### src/rtl/mem_port_arbiter.sv
// mem_port_arbiter: shares one single-port memory between the instruction-fetch
// port and the load/store port. One outstanding memory transaction at a time,
// round-robin on ties, registered responses, per-transaction response watchdog.
module mem_port_arbiter #(
  parameter int DATAWIDTH = 32,
  parameter int TIMEOUT   = 255,
  parameter int CNTWIDTH  = 8
) (
  input  logic                 ARB_Clk_In,
  input  logic                 ARB_Reset_In,
  input  logic                 ARB_Ins_Req_In,
  input  logic [DATAWIDTH-1:0] ARB_Ins_Addr_InBUS,
  output logic                 ARB_Ins_Valid_Out,
  output logic [DATAWIDTH-1:0] ARB_Ins_Readdata_OutBUS,
  input  logic                 ARB_Dat_Req_In,
  input  logic                 ARB_Dat_We_In,
  input  logic [DATAWIDTH-1:0] ARB_Dat_Addr_InBUS,
  input  logic [3:0]           ARB_Dat_Byteenable_InBUS,
  input  logic [DATAWIDTH-1:0] ARB_Dat_Writedata_InBUS,
  output logic                 ARB_Dat_Valid_Out,
  output logic [DATAWIDTH-1:0] ARB_Dat_Readdata_OutBUS,
  output logic                 ARB_Err_Out,
  output logic                 MEM_Req_Out,
  output logic                 MEM_We_Out,
  output logic [DATAWIDTH-1:0] MEM_Addr_OutBUS,
  output logic [3:0]           MEM_Byteenable_OutBUS,
  output logic [DATAWIDTH-1:0] MEM_Writedata_OutBUS,
  input  logic                 MEM_Gnt_In,
  input  logic                 MEM_Rvalid_In,
  input  logic [DATAWIDTH-1:0] MEM_Readdata_InBUS
);

  typedef enum logic [2:0] {
    IDLE  = 3'd0,
    IREQ  = 3'd1,
    IWAIT = 3'd2,
    DREQ  = 3'd3,
    DWAIT = 3'd4,
    DONE  = 3'd5
  } arbState_t;

  // Last cycle index of the wait window; unused when the watchdog is disabled.
  localparam logic [CNTWIDTH-1:0] WdLast = (TIMEOUT == 0) ? '0 : CNTWIDTH'(TIMEOUT - 1);

  arbState_t stateReg, stateNext;

  logic                 ownerDatReg;     // 1 = current transaction belongs to the data port
  logic                 lastGrantDatReg; // 1 = data port was served last
  logic                 errFlagReg;
  logic                 memReqReg;
  logic                 memWeReg;
  logic [DATAWIDTH-1:0] memAddrReg;
  logic [DATAWIDTH-1:0] memWdReg;
  logic [3:0]           memBeReg;
  logic [DATAWIDTH-1:0] insRdReg;
  logic [DATAWIDTH-1:0] datRdReg;
  logic [CNTWIDTH-1:0]  wdCntReg;

  logic pickIns, pickDat, timeoutHit;

  // Round-robin choice: a lone requester wins, a tie goes to the one not served last.
  assign pickIns    = ARB_Ins_Req_In && (!ARB_Dat_Req_In || lastGrantDatReg);
  assign pickDat    = ARB_Dat_Req_In && (!ARB_Ins_Req_In || !lastGrantDatReg);
  assign timeoutHit = (TIMEOUT != 0) && (wdCntReg == WdLast);

  // State register.
  always_ff @(posedge ARB_Clk_In) begin
    if (ARB_Reset_In) stateReg <= IDLE;
    else              stateReg <= stateNext;
  end

  // Next-state logic; requests are not looked at in DONE so a held request is not re-served.
  always_comb begin
    stateNext = stateReg;
    case (stateReg)
      IDLE: begin
        if (pickIns)      stateNext = IREQ;
        else if (pickDat) stateNext = DREQ;
      end
      IREQ:  if (MEM_Gnt_In) stateNext = MEM_Rvalid_In ? DONE : IWAIT;
      DREQ:  if (MEM_Gnt_In) stateNext = MEM_Rvalid_In ? DONE : DWAIT;
      IWAIT: if (MEM_Rvalid_In || timeoutHit) stateNext = DONE;
      DWAIT: if (MEM_Rvalid_In || timeoutHit) stateNext = DONE;
      DONE:  stateNext = IDLE;
      default: stateNext = IDLE;
    endcase
  end

  // Datapath: latch the winner's command, track grant/response, run the watchdog.
  always_ff @(posedge ARB_Clk_In) begin
    if (ARB_Reset_In) begin
      ownerDatReg     <= 1'b0;
      lastGrantDatReg <= 1'b1;
      errFlagReg      <= 1'b0;
      memReqReg       <= 1'b0;
      memWeReg        <= 1'b0;
      memAddrReg      <= '0;
      memWdReg        <= '0;
      memBeReg        <= 4'b0000;
      insRdReg        <= '0;
      datRdReg        <= '0;
      wdCntReg        <= '0;
    end else begin
      case (stateReg)
        IDLE: begin
          if (pickIns) begin
            ownerDatReg <= 1'b0;
            memReqReg   <= 1'b1;
            memWeReg    <= 1'b0;
            memAddrReg  <= ARB_Ins_Addr_InBUS;
            memBeReg    <= 4'b1111;
            memWdReg    <= '0;
          end else if (pickDat) begin
            ownerDatReg <= 1'b1;
            memReqReg   <= 1'b1;
            memWeReg    <= ARB_Dat_We_In;
            memAddrReg  <= ARB_Dat_Addr_InBUS;
            memBeReg    <= ARB_Dat_Byteenable_InBUS;
            memWdReg    <= ARB_Dat_Writedata_InBUS;
          end
        end
        IREQ, DREQ: begin
          if (MEM_Gnt_In) begin
            memReqReg <= 1'b0;
            wdCntReg  <= '0;
            if (MEM_Rvalid_In) begin
              errFlagReg <= 1'b0;
              if (!ownerDatReg)   insRdReg <= MEM_Readdata_InBUS;
              else if (!memWeReg) datRdReg <= MEM_Readdata_InBUS;
            end
          end
        end
        IWAIT, DWAIT: begin
          if (MEM_Rvalid_In) begin
            errFlagReg <= 1'b0;
            if (!ownerDatReg)   insRdReg <= MEM_Readdata_InBUS;
            else if (!memWeReg) datRdReg <= MEM_Readdata_InBUS;
          end else if (timeoutHit) begin
            errFlagReg <= 1'b1;
            if (!ownerDatReg) insRdReg <= '0;
            else              datRdReg <= '0;
          end else begin
            wdCntReg <= wdCntReg + 1'b1;
          end
        end
        DONE: lastGrantDatReg <= ownerDatReg;
        default: ;
      endcase
    end
  end

  // Outputs: response strobes and error flag exist only in DONE.
  always_comb begin
    ARB_Ins_Valid_Out = 1'b0;
    ARB_Dat_Valid_Out = 1'b0;
    ARB_Err_Out       = 1'b0;
    if (stateReg == DONE) begin
      ARB_Ins_Valid_Out = !ownerDatReg;
      ARB_Dat_Valid_Out = ownerDatReg;
      ARB_Err_Out       = errFlagReg;
    end
  end

  assign ARB_Ins_Readdata_OutBUS = insRdReg;
  assign ARB_Dat_Readdata_OutBUS = datRdReg;
  assign MEM_Req_Out             = memReqReg;
  assign MEM_We_Out              = memWeReg;
  assign MEM_Addr_OutBUS         = memAddrReg;
  assign MEM_Byteenable_OutBUS   = memBeReg;
  assign MEM_Writedata_OutBUS    = memWdReg;

endmodule

### config.mk
export PLATFORM = sky130hd
export DESIGN_NAME = mem_port_arbiter
export DESIGN_NICKNAME = d
export VERILOG_FILES = /design/src/rtl/mem_port_arbiter.sv
export SDC_FILE = /design/constraint.sdc
export NUM_CORES = 1
export LEC_CHECK = 0
export CAP_MARGIN = 10
export CELL_PAD_IN_SITES_DETAIL_PLACEMENT = 2
export CELL_PAD_IN_SITES_GLOBAL_PLACEMENT = 2
export CORE_ASPECT_RATIO = 1.4
export CORE_MARGIN = 8
export CORE_UTILIZATION = 23
export CTS_BUF_LIST = sky130_fd_sc_hd__clkbuf_2 sky130_fd_sc_hd__clkbuf_4 sky130_fd_sc_hd__clkbuf_8
export CTS_CLUSTER_SIZE = 14
export DETAILED_ROUTE_END_ITERATION = 10
export PLACE_DENSITY = 0.76
export SLEW_MARGIN = 5
export SYNTH_ARGS = -nofsm -noshare
export SYNTH_HDL_FRONTEND = slang
export SYNTH_SLANG_ARGS = --single-unit
### constraint.sdc
create_clock -name ARB_Clk_In -period 1.8 [get_ports ARB_Clk_In]
set_input_delay 0.54 -clock ARB_Clk_In [delete_from_list [all_inputs] [get_ports ARB_Clk_In]]
set_output_delay 0.54 -clock ARB_Clk_In [all_outputs]
set_load 0.05 [all_outputs]
==> flow_summary_export.csv <==
group,metric,value,unit
critical_path,required,1260,ps
timing,post-route-min-period,2040,ps
global_route,grt_pass1_vias,7910,
cells_and_area,final_nets,1239,
clock_tree,clkTransAtPathRegs,90,ps
place,place_hpwl,20700,µm
global_route,grt_first_pass_wirelength,47600,µm
yosys,ys_seq_elements,148,
critical_path,r2r_setup_slack,-190,ps
global_route,antenna_found_initial,0,
power,power_frac_clock,0.132,
yosys,synth.largest_area_cell,"dfxtp_1",
detailed_routing,routed_wl,32300,µm
power,power.leakage,4.63,nW
power,p_sw_frac,0.468,
floorplanning,io_pins,276,
yosys,synth_common_cells,"dfxtp_1 (148), nand2_1 (108), inv_1 (74)",
clock_tree,clock_latency,470,ps
yosys,yosysMostFrequentCell,"dfxtp_1",
place,io_buffers,275,
critical_path,path_max_fanout,3,
timing,report.final.hold_viol_count,0,
flow_run,drv_cap,0,
detailed_routing,vias,7060,
floorplanning,initial_core_util,0.232,
place,gp_congestion,0.726,
clock_tree,cts_max_level,4,
timing,fin_tns_setup,-9720,ps
cells_and_area,diodes,0,
floorplanning,chipHeight,218,µm
critical_path,crit_path_end_kind,"output port",
power,p_switching,0.00927,W
yosys,synth_edf_count,0,
global_route,grt_use_total,0.175,
yosys,ys_seq_area_frac,0.441,
power,finalPower,0.0198,W
floorplanning,fp-row-count,74,
worst_hold_path,worstHoldStart,"ARB_Reset_In",
outcome,violations,"negative setup slack",
yosys,ys_types,45,
worst_hold_path,worstHoldPathType,"input pin to register",
global_route,grt_max_degree,38,
global_route,grt_overflow,0,
timing,fin_crit_sh,1.13,
power,power.density,1660,nW/µm²
floorplanning,die_w,160,µm
floorplanning,die-area,35000,µm²
power,p_seq_frac,0.241,
detailed_routing,wire_per_inst,21.7,µm
detailed_routing,drc_errors,0,
yosys,synth.net_count,891,
clock_tree,cts_buffers,17,
clock_tree,clock-root-buffer,"clkbuf_8",
clock_tree,cts_tree,"done",
detailed_routing,dr.pass1.iters,4,
timing,finalSetupViolations,79,
yosys,ys.flop_type,"dfxtp_1",
critical_path,reg2reg_depth,7,
outcome,outcome,"complete, but fails checks",
critical_path,timing.rr.end,"ARB_Ins_Readdata_OutBUS[4]",
clock_tree,hold_buffers,0,
critical_path,r2r_start,"stateReg[0]",
critical_path,worstSetupStartpoint,"stateReg[2]",
cells_and_area,area_growth,77.7,%
timing,slew_violations,0,
clock_tree,cts_sinks,148,
timing,fmax,0.491,GHz
critical_path,startpoint_type,"register",
detailed_routing,via_per_inst,4.74,
timing,rsz0062_at_grt,"yes",
timing,fin_ws,-235,ps
worst_hold_path,holdPathEnd,"errFlagReg",
floorplanning,core,29000,µm²
yosys,synth_top_area_share,0.441,
detailed_routing,first_iter_violations,207,
timing,fin_skew,14.8,ps
timing,relSlewSlack,0.731,
yosys,synthTopCellsByArea,"dfxtp_1 (44%), o32ai_2 (7.3%), a221oi_2 (6.7%), nand2_1 (6.0%), a311oi_1 (4.2%)",
yosys,synth_warnings,0,
timing,hold_slack,455,ps
yosys,syn_inst,750,
clock_tree,cts_buffer_depth,2,
worst_hold_path,hold_path_depth,2,
yosys,syn_area_per_cell,8.95,µm²
cells_and_area,layout-drive-gt1-share,0.370,
yosys,syn_area,6710,µm²
yosys,synth-async-reset-ratio,0,
power,irDropWorstVdd,0.000570,V
timing,tightest_slew,402,ps
critical_path,crit_arrival,1500,ps
critical_path,critical_path_class,"register to output port",
detailed_routing,ant_nets,0,
power,p_comb_frac,0.627,
power,internal_power,0.0105,W
-- layout by cell type, fill, tap and decap left out, types with 3 or more instances in the layout --
master,count
nor3_1,8
inv_1,73
a21oi_2,8
o21ai_2,3
nor2_4,3
dfxtp_1,139
nor2_1,44
a211oi_2,3
buf_8,3
o32ai_2,21
o32ai_4,11
clkdlybuf4s50_1,136
clkbuf_8,18
clkbuf_16,4
clkinv_4,3
nand2_1,108
o21ai_0,31
clkbuf_4,3
buf_6,20
dfxtp_2,7
buf_12,45
buf_4,180
nand2b_1,41
nand3_1,33
nand3_2,4
a21oi_1,32
buf_16,8
clkinvlp_4,4
mux2i_1,8
a221oi_2,30
a311oi_1,31
-- kinds of logic (layout without fill, tap and decap cells) --
| logic type | after synthesis | count (layout) | share of synthesized area |
|---|---|---|---|
| AND/OR/NAND/NOR | 254 | 254 | 0.174 |
| AO/OA/AOI/OAI | 193 | 194 | 0.270 |
| flip-flops | 148 | 148 | 0.441 |
| buffers and inverters | 143 | 503 | 0.0930 |
| multiplexers | 9 | 9 | 0.0136 |
| adder cells (fa/ha/maj) | 2 | 2 | 0.00373 |
| XOR/XNOR | 1 | 1 | 0.00410 |
-- area by class of cell --
type | instances | area (µm²)
clock buffers | 21 | 270
clock inverters | 11 | 105
fillers | 3079 | 17000
inverters | 74 | 278
multi-input cells | 460 | 3610
flip-flops and latches | 148 | 2980
well taps | 380 | 475
repair buffers | 397 | 4210
-- worst max-delay path, stage by stage, from the launching register on --
cell,delay [ps]
dfxtp_4,350
buf_6,90
nand3b_1,150
buf_6,170
nor2_4,110
buf_12,150
-- power groups by stage --
stage | sequential, W | combinational [W] | clock, W
floorplan | 0.00747 | 0.00333 | 0
detailed placement | 0.00485 | 0.00965 | 0
finish | 0.00477 | 0.0124 | 0.00261
global route | 0.00489 | 0.0130 | 0.00286
CTS | 0.00476 | 0.0113 | 0.00272
global placement | 0.00481 | 0.00945 | 0
-- metrics by stage --
| step | area, µm² | setup slack (ps) | instances | utilization |
|---|---|---|---|---|
| 2_1_floorplan | 6730 | -185 | 750 | - |
| 3_3_place_gp | 10200 | -539 | 1403 | 0.352 |
| 3_5_place_dp | 10200 | -689 | 1403 | 0.352 |
| 4_1_cts | 11400 | -282 | 1467 | 0.393 |
| 5_1_grt | 11900 | -326 | 1491 | 0.412 |
| 6_report | 11900 | -235 | 1491 | 0.412 |
-- registers in the layout, indices dropped and copies added, names as in the netlist, 3 cells and up --
register / flops
MEM_Byteenable_OutBUS: 4
ARB_Dat_Readdata_OutBUS: 32
MEM_Addr_OutBUS: 32
stateReg: 3
wdCntReg: 8
ARB_Ins_Readdata_OutBUS: 32
MEM_Writedata_OutBUS: 32
-- worst max path at each step --
stage	end	slack [ps]
after floorplan	ARB_Err_Out	-180
after global placement	ARB_Dat_Readdata_OutBUS[31]	-540
after detailed placement	wdCntReg[5]	-690
after CTS	ARB_Dat_Valid_Out	-280
after global routing	ARB_Dat_Valid_Out	-330
final	ARB_Dat_Valid_Out	-240
-- per-layer routing --
metal,part of all wire,vias up,track usage
met1,0.36,3478,0.172
li1,-,3314,-
met2,0.56,217,0.332
met4,0.031,0,0.0793
met5,0,-,0
met3,0.056,51,0.0514
-- what timing repair did --
action	CTS	global route
gates cloned	13	4
endpoints found under the setup margin	75	132
pin swaps	18	49
endpoints found under the hold margin	0	0
setup buffers	19	26
resized for setup	63	67
No activity file was read; power rests on OpenSTA's default activity.
